===== config.mk =====
export PLATFORM = sky130hd
export DESIGN_NAME = daisy_chain_irq_ctrl
export DESIGN_NICKNAME = d
export VERILOG_FILES = /design/src/rtl/daisy_chain_irq_ctrl.sv
export SDC_FILE = /design/constraint.sdc
export NUM_CORES = 1
export LEC_CHECK = 0
export CAP_MARGIN = 25
export CORE_AREA = 2 2 42 44
export CTS_CLUSTER_SIZE = 14
export DETAILED_ROUTE_END_ITERATION = 10
export DIE_AREA = 0 0 44 46
export PLACE_DENSITY_LB_ADDON = 0.12
export SETUP_SLACK_MARGIN = 0.5
export SYNTH_ARGS = -nofsm -noshare
export SYNTH_HDL_FRONTEND = slang
export SYNTH_SLANG_ARGS = --single-unit

===== constraint.sdc =====
create_clock -name clk -period 4.25 [get_ports clk]
set_clock_uncertainty 0.1 [all_clocks]
set_input_delay 0.425 -clock clk [delete_from_list [all_inputs] [get_ports clk]]
set_output_delay 0.425 -clock clk [all_outputs]
set_load 0.02 [all_outputs]

===== src/rtl/daisy_chain_irq_ctrl.sv =====
// daisy_chain_irq_ctrl
//   Clocked daisy-chain interrupt priority block. It latches falling-edge
//   requests on N_CH local lines and presents one active-low interrupt to the
//   CPU. On an acknowledge falling edge it either grants the highest-priority
//   eligible channel (channel 0 is highest) and returns its vector, or, when
//   nothing is requested locally, forwards the acknowledge downstream.
//   The granted channel stays in service until an end-of-interrupt pulse.
//
// Ports
//   clk        in   1      system clock, rising edge
//   rst        in   1      synchronous active-high reset
//   irq_n      in   N_CH   active-low request lines, falling-edge triggered
//   mask       in   N_CH   1 = channel excluded from arbitration
//   ack_n_in   in   1      active-low acknowledge from CPU / upstream block
//   eoi        in   1      end-of-interrupt pulse
//   int_n      out  1      active-low interrupt to CPU (registered)
//   ack_out_n  out  1      active-low acknowledge to downstream block
//   vec        out  VEC_W  vector of the granted channel
//   vec_valid  out  1      one-cycle pulse marking a new grant
//   busy       out  1      a channel is in service
module daisy_chain_irq_ctrl #(
    parameter int              N_CH     = 4,
    parameter int              VEC_W    = 8,
    parameter logic [VEC_W-1:0] VEC_BASE = 8'h20
) (
    input  logic              clk,
    input  logic              rst,
    input  logic [N_CH-1:0]   irq_n,
    input  logic [N_CH-1:0]   mask,
    input  logic              ack_n_in,
    input  logic              eoi,
    output logic              int_n,
    output logic              ack_out_n,
    output logic [VEC_W-1:0]  vec,
    output logic              vec_valid,
    output logic              busy
);

    typedef enum logic [1:0] {
        IDLE    = 2'd0,
        REQ     = 2'd1,
        SERVICE = 2'd2
    } state_t;

    state_t            state, state_nxt;
    logic [N_CH-1:0]   pending;
    logic [N_CH-1:0]   irq_prev;
    logic              ack_prev;

    logic [N_CH-1:0]   fall;
    logic [N_CH-1:0]   elig;
    logic [N_CH-1:0]   gnt_oh;
    logic [5:0]        gnt_idx;
    logic              ack_fall;
    logic              grant;

    // Vector arithmetic wraps modulo 2^VEC_W.
    function automatic logic [VEC_W-1:0] vec_of(input logic [5:0] idx);
        return VEC_BASE + VEC_W'(idx);
    endfunction

    assign fall     = irq_prev & ~irq_n;
    assign elig     = pending & ~mask;
    assign ack_fall = ack_prev & ~ack_n_in;
    // Isolate the lowest set bit: that is the highest-priority winner.
    assign gnt_oh   = elig & (~elig + 1'b1);

    always_comb begin
        gnt_idx = '0;
        for (int i = N_CH - 1; i >= 0; i--) begin
            if (elig[i]) gnt_idx = 6'(i);
        end
    end

    always_comb begin
        state_nxt = state;
        grant     = 1'b0;
        case (state)
            IDLE: begin
                if (|elig) state_nxt = REQ;
            end
            REQ: begin
                // Losing eligibility takes priority over a coincident ack,
                // which is then simply forwarded downstream.
                if (!(|elig)) begin
                    state_nxt = IDLE;
                end else if (ack_fall) begin
                    grant     = 1'b1;
                    state_nxt = SERVICE;
                end
            end
            SERVICE: begin
                if (eoi) state_nxt = IDLE;
            end
            default: state_nxt = IDLE;
        endcase
    end

    always_ff @(posedge clk) begin
        if (rst) begin
            state     <= IDLE;
            pending   <= '0;
            irq_prev  <= '1;
            ack_prev  <= 1'b1;
            int_n     <= 1'b1;
            ack_out_n <= 1'b1;
            vec       <= '0;
            vec_valid <= 1'b0;
            busy      <= 1'b0;
        end else begin
            state     <= state_nxt;
            irq_prev  <= irq_n;
            ack_prev  <= ack_n_in;
            // A new edge on the channel being cleared still wins.
            pending   <= (pending & ~(grant ? gnt_oh : '0)) | fall;
            // int_n is asserted only after a full cycle in REQ, giving the
            // two-edge request-to-interrupt latency.
            int_n     <= !(state == REQ && state_nxt == REQ);
            ack_out_n <= grant ? 1'b1 : ack_n_in;
            vec_valid <= grant;
            busy      <= (state_nxt == SERVICE);
            if (grant) vec <= vec_of(gnt_idx);
        end
    end

endmodule


Yosys cells after proc, flatten, opt, wreduce, memory -nomap -nowiden

Index checks and enable logic that the tools add are counted.

Register bits after elaboration: 23
Input bits: 12
Output and inout port bits: 12
Logic and storage cells: 44

Add/sub/neg operators: 2
Eq/ne operators: 4
Muxes and demuxes: 13
Bitwise operators: 11
Reductions and logical operators: 5

Operators by type and width:

| kind                                                | count |
|---|---|
| two-way mux 6 bit                                   | 3 |
| bitwise AND 4 bit                                   | 4 |
| inverter 4 bit                                      | 4 |
| two-way mux 2 bit                                   | 5 |
| adder 6 x 6 -> 7 bit, first input constant          | 1 |
| one-hot mux 2 bit (3 select lines)                  | 1 |
| adder 4 x 1 -> 4 bit, second input constant         | 1 |
| equality test 2 x 1 -> 1 bit, second input constant | 2 |
| equality test 2 bit, second input constant          | 2 |
| two-way mux 4 bit                                   | 1 |
| OR 4 bit                                            | 1 |
| OR reduction 4 bit                                  | 1 |
| two-way mux 1 bit                                   | 3 |
| zero test 2 bit                                     | 1 |
| OR reduction 2 bit                                  | 1 |
| bitwise AND 1 bit                                   | 1 |
| logical AND 1 bit                                   | 1 |
| zero test 1 bit                                     | 1 |
| inverter 1 bit                                      | 1 |

Depth between registers and ports, before layout

Gate-level depths: netlist of the first run.

Word-level depth: 9
Gate-level depth with buffers: 4
Gate-level depth less buffers: 4

Worst setup path before layout of the first run

Ideal clock, no wire load.

Path type: input to register
From: input mask[0]
To: register int_n
Library setup time: 0.134 ns
Arrival: 1.229 ns
Data required time: 4.016 ns
Path slack: 2.787 ns
Cell stages on the path: 4
Buffers on the path: 0
Path through: nand2b_1 > nand4_2 > nand2_1 > or4b_1

Word-level cells in the longest chain between the ends: 8
Elaborated cells between the ends (all ways): 9
Those cells by class: 1 x eq/ne; 3 x mux; 2 x bitwise; 3 x reduce/logical

Ends and longest elaborated chain:

| element                                     | line   | source |
|---|---|---|
| from (decl)                                 | 29     | `input logic [N_CH-1:0] mask,` |
| inverter 4 bit (*)                          | 63     | `assign elig = pending & ~mask;` |
| bitwise AND 4 bit (*)                       | 63     |  |
| OR reduction 4 bit (*)                      | 80, 85 |  |
| two-way mux 2 bit, on equally long branches | 85, 80 |  |
| one-hot mux 2 bit (3 select lines) (*)      | 78     | `case (state)` |
| equality test 2 x 1 -> 1 bit (*)            | 118    | `int_n <= !(state == REQ && state_nxt == REQ);` |
| logical AND 1 bit (*)                       | 118    |  |
| zero test 1 bit (*)                         | 118    |  |
| to (signal assigned)                        | 118    |  |
| to (decl)                                   | 32     | `output logic int_n,` |

Every way passes the cells marked *; elsewhere a longest branch is shown, timed or not.
A chain may end at the register's enable or synchronous reset.

Final worst setup path of the first run

From: register vec[5]
To: output vec[5]

RTL lines:

| element                | line | source |
|---|---|---|
| from (decl)            | 34   | `output logic [VEC_W-1:0] vec,` |
| from (signal assigned) | 122  | `if (grant) vec <= vec_of(gnt_idx);` |

No word-level cell between the ends.

==> results of run 1 <==
## synthesized netlist by cell type (all sizes together), types with 2 or more instances
| master | n |
|---|---|
| o21ai | 2 |
| nor2b | 2 |
| nand4 | 2 |
| a21oi | 6 |
| dfxtp | 18 |
| a211oi | 2 |
| or2 | 3 |
| nand2 | 6 |
| nor2 | 5 |
| buf | 5 |
| a32o | 2 |
| nand2b | 8 |
| inv | 4 |
## registers in the layout (all words and copies together) (netlist names)
register	count
busy	1
vec	3
ack_out_n	1
irq_prev	4
vec_valid	1
int_n	1
ack_prev	1
state	2
pending	4
## layer usage
metal	vias up	GRT usage [%]
met3	4	2.38
met4	0	10.9
met2	17	25.0
li1	275	-
met5	-	0
met1	242	16.8
## placed cells by master (no fill, tap or decap), drive strengths merged
master and count:
nor2 5, a32o 2, o21ai 2, nand2 6, a211oi 2, nand3b 1
and3b 1, nand4 2, dfxtp 18, nor2b 2, clkdlybuf4s50 18, or3 1
inv 4, or2 3, clkbuf 4, o211ai 1, a21oi 6, mux2i 1
nand2b 8, or4b 1, conb 5
## final cells by class
| cell class | instances | area (sq um) | area share, % |
|---|---|---|---|
| inverter | 4 | 15.0 | 1.65 |
| timing repair buffer | 18 | 180 | 19.8 |
| tap | 17 | 21.3 | 2.34 |
| clock buffer | 4 | 36.3 | 3.98 |
| sequential | 18 | 360 | 39.6 |
| multi-input combinational | 49 | 298 | 32.7 |
## worst register-to-register path: stages (launching register included)
cell and delay, ps:
dfxtp_1 320, nor2b_4 170, nand3b_2 130, or3_1 360, a32o_1 260
## cells by family after synthesis
kind of cell | after synthesis | synth area share (%)
AND/OR/NAND/NOR | 30 | 26.7
buffers and inverters | 10 | 8.05
multiplexers | 1 | 1.43
flip-flops | 18 | 51.5
AO/OA/AOI/OAI | 13 | 11.8
other | 1 | 0.536
## report_power, final
part | switching [mW] | total [mW] | internal (mW)
clock | 0.0495 | 0.102 | 0.0522
combinational | 0.0224 | 0.0458 | 0.0233
sequential | 0.00437 | 0.182 | 0.178
total | 0.0763 | 0.330 | 0.253
## path summary, 6_finish.rpt
| path | cells past startpoint | end | startpoint |
|---|---|---|---|
| min reg2reg | 1 | pending[2]$_SDFF_PP0_ | irq_prev[2]$_SDFF_PP1_ |
| min | 1 | pending[2]$_SDFF_PP0_ | irq_prev[2]$_SDFF_PP1_ |
| max | 1 | vec[5] | vec[5]$_SDFFE_PP0P_ |
| max reg2reg | 4 | pending[2]$_SDFF_PP0_ | ack_prev$_SDFF_PP1_ |
## per-stage QoR
step	worst slack, ps	util (%)	instances	hold slack, ps	total power [mW]
CTS	2450	56.4	110	358	0.335
global route	2380	56.4	110	377	0.349
global placement	2180	54.2	106	337	0.232
finish	2470	56.4	110	352	0.330
detailed placement	2150	54.2	106	335	0.232
floorplan	2790	-	77	319	0.216
==> metrics.cfg, run 1 <==
[clocking]
htreeDepth=1
path_clk_slew_ps=90
cts_hold_buf=0
root_buffer=clkbuf_4
cts_setup_buffers=0
clock-sinks=18
cts-resized-gates=0
cts_tree=done
ctsLongestPathBuffers=2
cts_inserted_buffers=3
clk_latency_ps=290

[flow_run]
cap_violations=0

[route]
drc=0
met2_wirelength_um=570
routedWlPerCell_um=10.9
top_layer=met4
dr.pass1.iters=4
route.vias.total=538
met1Wirelength_um=541
drtIter0Drc=8
detail-route-antenna-nets=0
finalWirelength_mm=1.20
dr_wl_met3_um=62
via_per_inst=4.89

[critical_path]
critPathBufInv=1
ff2ff_setup_slack_ps=2820
slowest_stage=clkdlybuf4s50_1
critPathRequiredTime_ps=3720
arrival_ps=1260
worst_setup_path_end_kind=primary output
start_kind=register
critPathKind=register to primary output
cp_slowest_stage_delay_ps=610
path_max_fanout=2
critical-path-top-delay-family=buffers and inverters
worstPathCellList=clkdlybuf4s50_1

[cells_and_area]
num-fill-cells=149
syn_to_final_growth_pct=30.2
fin_nets=106
drive_gt1_share_pct=11.8
design_area_sq_um=911
antennaDiodeCount=0

[floorplanning]
core_sq_um=1610
fp.dieW_um=44
start_util_pct=43.3
dieArea_sq_um=2020
pin_count=24
row_count=15
die_h_um=46

[power]
ir_worst_vdd_mv=0.238
power_density_nw_per_um2=362
p_leak_nw=0.376

[placed_design]
hpwlAfterDp_um=921
gpl.final_weighted_congestion=0.785
dpl-instance-area_sq_um=875
io_buffers=18

[sta]
min_period_over_period_pct=42.0
timing.setup.tns_ps=0
finalCriticalPeriod_ps=1780
hold_viol_final=0
finalSetupViolations=0
fmax_ghz=0.560
rsz0062_at_grt=no
maxSlewViolCount=0

[worst_hold_path]
hold_class=register to register

[synthesis]
synth_edf_count=0
synth_ff_type=dfxtp_1
async_reset_ff_share_pct=0
synthCells=73
synthTopCellsByArea=dfxtp_1, nand2b_1, buf_4
synth_seq_cells=18
synth_area_sq_um=699
yosysTopAreaCell=dfxtp_1
synthDistinctLibCells=23
synth-seq-area-share_pct=51.5
avgSynthCellArea_sq_um=9.58
yosysTopAreaCellShare_pct=51.5
yosys_warnings=0

[global_routing]
antenna_found_initial=0
grt-ovfl-total=0
grt_usage_pct=14.8
grt_start_max_net_pins=13
grt_pass1_wl_mm=2.10
grt_pass1_vias=494

[run_status]
status=finished, final reports clean

No activity file was read; power rests on OpenSTA's default activity.
==> inputs of run 2 (changes only) <==
CORE_AREA = 2 2 46 48   (was 2 2 42 44)
DIE_AREA = 0 0 48 50   (was 0 0 44 46)
clock period = 1.55 ns   (was 4.25 ns; I/O delays follow)
==> run 2 against run 1 <==
Net effect: sequential power rose to 2.8 times the previous value; worst setup slack worse by 2300 ps; sequential share of layout area down 6.7 points; wire length up 23%; die area up 19%; flip-flop and latch count unchanged; worst hold slack worse by 190 ps; clock power up 120%; non-clock buffer count up 16; register-to-register slack worse by 2600 ps; count of clock-buffer cells in the layout down 1; largest cell class is now multi-input combinational cells.
==> metrics.cfg, run 2 (synthesis results as in run 1) <==
[sta]
min_period_over_period_pct=86.2
finalCriticalPeriod_ps=1340
timing.hold.ws_ps=161  ; -191 ps
timing.setup.tns_ps=0  ; unchanged
rsz0062_at_grt=yes
hold_viol_final=0  ; unchanged
fmax_ghz=0.748
maxSlewViolCount=0  ; unchanged
finalSetupViolations=0  ; unchanged

[cells_and_area]
num-fill-cells=177  ; +19%
antennaDiodeCount=0  ; unchanged
mostFrequentLayoutCells=buf_4, dfxtp_1, clkdlybuf4s50_1
design_area_sq_um=1130  ; +24%
syn_to_final_growth_pct=61.4
final_cells=135  ; +23%
drive_gt1_share_pct=50.0  ; +38 points
fin_nets=122  ; +15%
final_common_cell=buf_4
largest_registers=irq_prev x4, pending x4, vec x3

[power]
power_density_nw_per_um2=823  ; +130%
ir_worst_vdd_mv=0.452  ; +90%
p_leak_nw=0.528  ; +40%

[global_routing]
grt_usage_pct=14.8  ; -0.031 points
antenna_found_initial=0  ; unchanged
grt_start_max_net_pins=12  ; -1
grt_pass1_wl_mm=2.49  ; +19%
grt-ovfl-total=0  ; unchanged
grt_pass1_vias=603  ; +22%

[route]
route.vias.total=601  ; +12%
dr.pass1.iters=4  ; unchanged
detail-route-antenna-nets=0  ; unchanged
via_per_inst=4.45  ; -9.0%
drtIter0Drc=8  ; unchanged
drc=0  ; unchanged
finalWirelength_mm=1.48  ; +23%
routedWlPerCell_um=10.9  ; +0.36%

[critical_path]
critPathKind=input pin to register
cp_slowest_stage_delay_ps=480  ; -130 ps
slowest_stage=clkdlybuf4s50_1
path_max_fanout=4  ; +2
worst_setup_path_end_kind=register
worstPathCellList=clkdlybuf4s50_1, nand2b_4, nand2_1, or3_1, a32o_1
critPathRequiredTime_ps=1640  ; -2080 ps
arrival_ps=1420  ; +160 ps
start_kind=input pin

[clocking]
path_clk_slew_ps=90  ; about the same
clock-sinks=18  ; unchanged
cts_hold_buf=0  ; unchanged
root_buffer=clkbuf_4
clk_latency_ps=290  ; about the same
cts_inserted_buffers=3  ; unchanged
ctsLongestPathBuffers=2  ; unchanged
htreeDepth=1  ; unchanged
cts_tree=done

[floorplanning]
row_count=16  ; +1
start_util_pct=36.8  ; -6.6 points
pin_count=24  ; unchanged
fp.dieW_um=48  ; +9.1%
core_sq_um=1900  ; +18%
die_h_um=50  ; +8.7%
dieArea_sq_um=2400  ; +19%

[worst_hold_path]
hold_class=input pin to register

[placed_design]
gpl.final_weighted_congestion=0.773  ; -1.6%
dpl-instance-area_sq_um=962  ; +10%
dp.cells=124  ; +17%
hpwlAfterDp_um=984  ; +6.8%
io_buffers=18  ; unchanged

[flow_run]
cap_violations=0  ; unchanged

[run_status]
status=finished, final reports clean

[run 2: cell count changes in the layout (fill, tap and decap cells not counted), sizes merged]
cell / before / now
dlygate4sd2: 0 / 1
dlymetal6s2s: 0 / 1
clkbuf: 4 / 3
buf: 0 / 23
clkdlybuf4s50: 18 / 9
[run 2: stage by stage]
stage	worst slack, ps	util [%]	power, mW
after floorplan	222	-	0.598
after global placement	-122	50.6	0.662
after detailed placement	-133	50.6	0.665
after CTS	199	54.7	0.909
after global routing	165	59.3	0.988
final	214	59.3	0.928
[run 2: per-layer routing]
layer	global-route usage, %	vias up	wire, um
met5	0	-	0
met1	17.8	276	655
met2	22.2	18	742
met4	8.56	0	12
met3	4.40	2	67
li1	-	305	-
[run 2: final cells by class]
cell class | count | area, sq um | area share [%]
Sequential cell | 18 | 370 | 32.8
Tap cell | 27 | 33.8 | 2.99
Inverter | 4 | 15.0 | 1.33
Timing Repair Buffer | 34 | 300 | 26.6
Multi-Input combinational cell | 49 | 387 | 34.3
Clock buffer | 3 | 22.5 | 2.00
[run 2: repair_timing]
item	4_1_cts	5_1_grt
gates resized for setup	43	22
pin swaps	1	5
gates cloned	0	0
setup endpoints to repair	20	19
setup buffers	3	5
[run 2: power breakdown]
part	total, mW	switching (mW)	internal (mW)
combinational	0.195	0.0863	0.109
clock	0.223	0.133	0.0904
sequential	0.510	0.0198	0.490
total	0.928	0.239	0.689
[run 2: worst paths after layout]
path / end / slack [ps] / start / cells after the start
max reg2reg: pending[3]$_SDFF_PP0_ / 230 / ack_prev$_SDFF_PP1_ / 4
min reg2reg: pending[1]$_SDFF_PP0_ / 350 / irq_prev[1]$_SDFF_PP1_ / 2
min: pending[2]$_SDFF_PP0_ / 160 / mask[2] / 3
max: pending[2]$_SDFF_PP0_ / 210 / mask[0] / 5
[run 2: worst max-delay path: cells and delay by family]
kind | cells | cell delay (ps)
buffers and inverters | 1 | 480
AO/OA/AOI/OAI | 1 | 220
AND/OR/NAND/NOR | 3 | 570
